## config.mk

```make
export PLATFORM = sky130hd
export DESIGN_NAME = shift_add_mul_ctrl
export DESIGN_NICKNAME = d
export VERILOG_FILES = /design/src/rtl/shift_add_mul_ctrl.sv
export SDC_FILE = /design/constraint.sdc
export NUM_CORES = 1
export LEC_CHECK = 0
export CAP_MARGIN = 20
export CORE_UTILIZATION = 32
export CTS_CLUSTER_DIAMETER = 30
export CTS_CLUSTER_SIZE = 25
export DETAILED_ROUTE_END_ITERATION = 10
export PLACE_DENSITY = 0.89
export SLEW_MARGIN = 20
export SYNTH_ARGS = -nofsm -noshare
export SYNTH_HDL_FRONTEND = slang
export SYNTH_SLANG_ARGS = --single-unit
```

## constraint.sdc

```tcl
create_clock -name clk -period 1.96 [get_ports clk]
set_input_delay 0.294 -clock clk [delete_from_list [all_inputs] [get_ports clk]]
set_output_delay 0.294 -clock clk [all_outputs]
set_load 0.005 [all_outputs]
```

## src/rtl/shift_add_mul_ctrl.sv

```systemverilog
// shift_add_mul_ctrl: control FSM for a 3-register shift-and-add datapath.
// R0 = multiplicand, R1 = multiplier, R2 = accumulator.
// When the loop finishes, R2 = (a*b) mod 2^WIDTH.
// Optional build macro: SKIP_ZERO_ADD_EN. When it is defined, the ADD cycle is
// skipped for zero multiplier bits.
module shift_add_mul_ctrl #(
  parameter int WIDTH = 16
) (
  input  logic             clk,
  input  logic             reset,
  input  logic             start,
  input  logic [WIDTH-1:0] a,
  input  logic [WIDTH-1:0] b,
  input  logic             lsb,
  output logic [WIDTH-1:0] dp_in,
  output logic             w,
  output logic [1:0]       Rd,
  output logic             sel,
  output logic [1:0]       Ri,
  output logic [1:0]       Rj,
  output logic [1:0]       aop,
  output logic             loadb,
  output logic             busy,
  output logic             done
);

  localparam int CW = $clog2(WIDTH) + 1;

  typedef enum logic [3:0] {
    S_IDLE, S_LDA, S_LDB, S_CLR, S_CHK, S_SHB, S_ADD, S_SHA, S_DONE
  } state_t;

  state_t        state, state_nxt;
  logic [CW-1:0] cnt;
  logic          last_iter;

  // The counter reaches WIDTH only after the final SHA, so it never wraps.
  assign last_iter = (cnt == CW'(WIDTH - 1));

  // State register
  always_ff @(posedge clk or posedge reset) begin
    if (reset) state <= S_IDLE;
    else       state <= state_nxt;
  end

  // Iteration counter: cleared in CLR, advanced once per iteration in SHA
  always_ff @(posedge clk or posedge reset) begin
    if (reset)                 cnt <= '0;
    else if (state == S_CLR)   cnt <= '0;
    else if (state == S_SHA)   cnt <= cnt + 1'b1;
  end

  // Next-state decode
  always_comb begin
    state_nxt = S_IDLE;
    case (state)
      S_IDLE: state_nxt = start ? S_LDA : S_IDLE;
      S_LDA:  state_nxt = S_LDB;
      S_LDB:  state_nxt = S_CLR;
      S_CLR:  state_nxt = S_CHK;
      S_CHK:  state_nxt = S_SHB;
`ifdef SKIP_ZERO_ADD_EN
      S_SHB:  state_nxt = lsb ? S_ADD : S_SHA;
`else
      S_SHB:  state_nxt = S_ADD;
`endif
      S_ADD:  state_nxt = S_SHA;
      S_SHA:  state_nxt = last_iter ? S_DONE : S_CHK;
      S_DONE: state_nxt = S_IDLE;
      default: state_nxt = S_IDLE;
    endcase
  end

  // Output decode: Moore on state, except w in ADD, which follows the captured bit
  always_comb begin
    dp_in = '0;
    w     = 1'b0;
    Rd    = 2'b00;
    sel   = 1'b0;
    Ri    = 2'b00;
    Rj    = 2'b00;
    aop   = 2'b00;
    loadb = 1'b0;
    busy  = (state != S_IDLE);
    done  = 1'b0;
    case (state)
      S_LDA: begin w = 1'b1; Rd = 2'b00; sel = 1'b1; dp_in = a; end
      S_LDB: begin w = 1'b1; Rd = 2'b01; sel = 1'b1; dp_in = b; end
      S_CLR: begin w = 1'b1; Rd = 2'b10; sel = 1'b1; end
      // Pass R1 through the ALU so that the lsb register captures R1[0]
      S_CHK: begin aop = 2'b11; Ri = 2'b01; loadb = 1'b1; end
      S_SHB: begin w = 1'b1; Rd = 2'b01; aop = 2'b00; Ri = 2'b01; end
      S_ADD: begin w = lsb; Rd = 2'b10; aop = 2'b10; Ri = 2'b10; Rj = 2'b00; end
      S_SHA: begin w = 1'b1; Rd = 2'b00; aop = 2'b01; Ri = 2'b00; end
      S_DONE: done = 1'b1;
      default: ;
    endcase
  end

endmodule

```

# ---- Word-level counts from Yosys, hierarchy flattened
# Index checks and enable logic that the tools add are counted.
# W data, S select, Z words.
dict set report word_totals {
  wordCells 33
  output_inout_bits 29
  input_bits 36
  ff_bits 9
}
dict set report op_classes {
  n_eq_ne 9
  n_addsub 1
  n_mux 13
  reduce_logical 8
}
# op count
set op_table {}
lappend op_table {{$pmux W16 S2} 1}
lappend op_table {{$pmux W4 S8} 1}
lappend op_table {{$eq A4 B3 Y1 const B} 4}
lappend op_table {{$mux W5} 2}
lappend op_table {{$eq A4 B2 Y1 const B} 2}
lappend op_table {{$pmux W2 S2} 2}
lappend op_table {{$pmux W2 S3} 1}
lappend op_table {{$reduce_or A2 Y1} 3}
lappend op_table {{$add A5 B1 Y5 const B} 1}
lappend op_table {{$eq A5 B4 Y1 const B} 1}
lappend op_table {{$reduce_or A5 Y1} 1}
lappend op_table {{$eq A4 B1 Y1 const B} 1}
lappend op_table {{$eq A4 B4 Y1 const B} 1}
lappend op_table {{$logic_not A4 Y1} 1}
lappend op_table {{$mux W1} 4}
lappend op_table {{$mux W4} 1}
lappend op_table {{$reduce_bool A4 Y1} 1}
lappend op_table {{$reduce_or A3 Y1} 1}
lappend op_table {{$pmux W1 S2} 1}
lappend op_table {{$reduce_bool A2 Y1} 1}

# ---- Depth between registers and ports, before layout
dict set report depth {
  word_depth 3
  mapped_depth 6
  mapped_depth_nobuf 6
}

# ---- Worst setup path after synthesis
# OpenSTA, ideal clock, no wires.
dict set report synth_path {
  path_type {register to output}
  start {register state[2]}
  end {output port dp_in[0]}
  stages_incl_launch_ff 5
  arrival_time_ns 1.142
  slack_ns 0.524
  path_buffers 2
  cell_sequence {dfrtp_1 > buf_2 > nor3_4 > buf_4 > a22o_1}
}
dict set report synth_via {
  elab_chain_len 2
  word_cells_on_any_way 3
}
# item line_no
set synth_lines {}
lappend synth_lines {{start: declaration} 33} ;# state_t state, state_nxt;
lappend synth_lines {{start signal: assignment} 43} ;# else state <= state_nxt;
lappend synth_lines {{$eq A4 B2 Y1 or $eq A4 B1 Y1 (tied branches)} 86} ;# case (state)
lappend synth_lines {{$pmux W16 S2 (*)} 86}
lappend synth_lines {{end: declaration} 15} ;# output logic [WIDTH-1:0] dp_in,
# Mark *: on every way between the ends. The rest lies on a longest branch, timed or not.

# ---- Worst setup path after layout
dict set report layout_path {
  start {register state[2]}
  end {output port dp_in[11]}
}
# Same word-level chain as after synthesis.

==> flow_summary_export.csv <==
group,metric,value,unit
synth,ys_ff_latch,9,
synth,yosys.cell_types.count,27,
synth,async_flop_share,100,%
layout,areaGrowthSynthToFinish,91.2,%
placement,numPlacedInstances,179,
worst_setup_path,r2r_cells,5,
worst_setup_path,cp-startpoint,"state[2]",
floorplan,ios,65,
global_route,track_usage,22.0,%
timing,max_freq,518,MHz
worst_setup_path,timing.rr.end,"cnt[4]",
worst_setup_path,endpoint,"dp_in[11]",
placement,place.gp.congestion,0.755,
power_and_ir_drop,p_leak,0.743,nW
global_route,grt_pass1_wl,4160,um
power_and_ir_drop,total_power,1.68,mW
cts,cts-hold-fix-buffers,0,
cts,clock_path_buffers,2,
drt,vias_per_cell,5.10,
synth,synth-edff-count,0,
synth,synth_commonest_cells,"a22o_1 (16), nand2_1 (11), dfrtp_1 (9), nor2_1 (9)",
cts,cts_tree,"built",
worst_setup_path,path_class,"register to primary output",
run,timing.max_cap.violations,0,
synth,synth_top_cell_area_share,28.3,%
synth,ys.flop_type,"dfrtp_1",
synth,yosysWarnings,0,
placement,postPlaceCellArea,1460,um2
hold_path,min_path_type,"input port to async pin",
floorplan,die-area,2690,um2
layout,fillCellCount,193,
cts,clk_pin_slew,0.06,ns
timing,slew_violations,0,
drt,ant_nets,0,
power_and_ir_drop,ir_drop,0.990,mV
timing,fin_crit,1.93,ns
global_route,antenna_found_initial,0,
worst_setup_path,rrSetupSlack,0.49,ns
drt,vias,963,
drt,firstDrtPassIters,4,
timing,clock_skew,0.00473,ns
timing,min_period_over_period,98.5,%
drt,drt_iter0_drc,17,
cts,cts_made_buffers,3,
cts,root_buffer,"clkbuf_4",
synth,yosys.area.top_type,"dfrtp_1",
drt,wl_per_cell,15.7,um
worst_setup_path,worstPathMaxFanout,16,
synth,synth.avg_cell_area,8.74,um2
layout,antenna_cells,0,
synth,synth_most_common_cell,"a22o_1",
timing,setup_tns,0,ns
global_route,overflow,0,
cts,htree_levels,1,
worst_setup_path,worst_ep_arrival_time,1.64,ns
status,status,"completed",
layout,final_nets,200,
floorplan,fp.dieW,51.9,um
floorplan,fp.dieH,51.9,um
floorplan,start_util,35.0,%
worst_setup_path,cp-start-kind,"register",
placement,port_buffers,62,
worst_setup_path,critPathRequiredTime,1.67,ns
placement,hpwl,2270,um
worst_setup_path,end_kind,"primary output",
timing,hold_ws,0.288,ns
cts,cts.sinks,9,
synth,netlist_instances,91,
drt,routed_wl,2970,um
drt,drc,0,
layout,final_cells,189,
floorplan,fp.coreArea,2280,um2
synth,seq_area_frac_synth,28.3,%
worst_setup_path,rr_startpoint,"cnt[0]",
synth,synth_area_leaders,"dfrtp_1 (28%), a22o_1 (18%), nand2_1 (5.2%)",
power_and_ir_drop,p_per_area,1110,nW/um2
cts,clk_latency,0.27,ns
layout,drive_gt1_share,16.1,%
timing,setup_viol,0,
timing,hold_viol,0,
floorplan,rows,17,
layout,fin_area,1520,um2
synth,syn_area,796,um2
global_route,grt_max_degree,17,
global_route,grt_pass1_vias,891,
[logic make-up (layout without fill, tap and decap cells)]
kind of cell               Yosys count  in the layout  share of synthesized area, %
AOI/OAI and AO/OA                   25             25                          24.7
xor gates and xnor gates             1              1                          1.10
adders and majority gates            2              2                          3.14
buffers and inverters               12             81                          9.90
DFF                                  9              9                          28.3
muxes                                1              1                          1.41
other                                1              2                         0.471
and+or+nand+nor                     40             40                          31.0
[worst min-delay path by stage]
stage / from / endpoint / slack [ns] / cells after the start
after CTS: reset / cnt[3] / 0.30 / 2
after floorplan: reset / cnt[0] / 0.12 / 1
after global routing: reset / cnt[3] / 0.33 / 2
after detailed placement: cnt[4] / cnt[4] / 0.50 / 2
final: reset / cnt[2] / 0.29 / 2
after global placement: cnt[4] / cnt[4] / 0.47 / 2
[through the flow]
step | worst slack [ns] | util, %
final | 0.0289 | 66.8
after global routing | -0.00821 | 66.8
after CTS | 0.00142 | 64.9
after detailed placement | 0.0693 | 64.0
after global placement | 0.0991 | 64.0
after floorplan | 0.524 | -
[repair_timing]
action                     4_1_cts  5_1_grt
hold endpoints to repair         0        0
buffers inserted                 1        5
setup endpoints to repair       24        4
resized for setup               25        3
[sequential cells by signal, summed over array words and instances (netlist names)]
signal / cells
state: 4
cnt: 5
[final cells by class]
type | count | area [um2] | share of cell area, %
multi-input cells | 71 | 498 | 32.7
well taps | 28 | 35.0 | 2.30
inverters | 3 | 11.3 | 0.740
clock buffers | 4 | 26.3 | 1.73
repair buffers | 74 | 722 | 47.5
flip-flops and latches | 9 | 229 | 15.0
[worst max-delay path, cell delays in order (launching register included)]
cell           delay (ns)
dfrtp_2              0.43
buf_4                0.16
nor3_4               0.21
buf_12               0.16
a22o_1               0.16
dlygate4sd2_1        0.25
[per-layer routing]
| metal | track usage [%] | part of all wire (%) | vias to the layer above |
|---|---|---|---|
| met1 | 19.8 | 33 | 449 |
| met5 | 0 | 0 | - |
| li1 | - | - | 461 |
| met4 | 12.2 | 1.9 | 0 |
| met3 | 7.02 | 12 | 6 |
| met2 | 42.3 | 53 | 47 |
[layout by cell type, fill, tap and decap left out]
| cell type | synthesis | final |
|---|---|---|
| a21oi_1 | 4 | 4 |
| a22o_1 | 16 | 16 |
| and3_1 | 1 | 1 |
| buf_12 | 0 | 2 |
| buf_4 | 4 | 8 |
| buf_6 | 2 | 2 |
| clkbuf_1 | 0 | 1 |
| clkbuf_4 | 0 | 3 |
| clkdlybuf4s15_1 | 0 | 1 |
| clkdlybuf4s50_1 | 0 | 41 |
| conb_1 | 1 | 2 |
| dfrtp_1 | 9 | 6 |
| dfrtp_2 | 0 | 3 |
| dlygate4sd2_1 | 0 | 19 |
| dlymetal6s2s_1 | 0 | 1 |
| ha_1 | 2 | 2 |
| inv_1 | 3 | 3 |
| mux2_2 | 1 | 1 |
| nand2_1 | 11 | 11 |
| nand2b_1 | 4 | 3 |
| nand2b_2 | 0 | 1 |
| nand2b_4 | 2 | 2 |
| nand3_1 | 2 | 2 |
| nand3b_1 | 1 | 1 |
| nand3b_4 | 1 | 1 |
| nor2_1 | 9 | 9 |
| nor3_1 | 4 | 4 |
| nor3_4 | 2 | 2 |
| nor3b_1 | 1 | 1 |
| nor4b_1 | 1 | 1 |
| o211ai_2 | 1 | 1 |
| o21ai_0 | 3 | 3 |
| o32ai_1 | 1 | 1 |
| or3_1 | 1 | 1 |
| xnor2_1 | 1 | 1 |
[where the power goes]
group | switching (mW) | internal, mW | leakage (nW)
clock network | 0.0663 | 0.0785 | 0.0150
logic | 0.518 | 0.665 | 0.623
registers | 0.0881 | 0.267 | 0.105
total | 0.672 | 1.01 | 0.743
(Power assumes the default switching activity.)
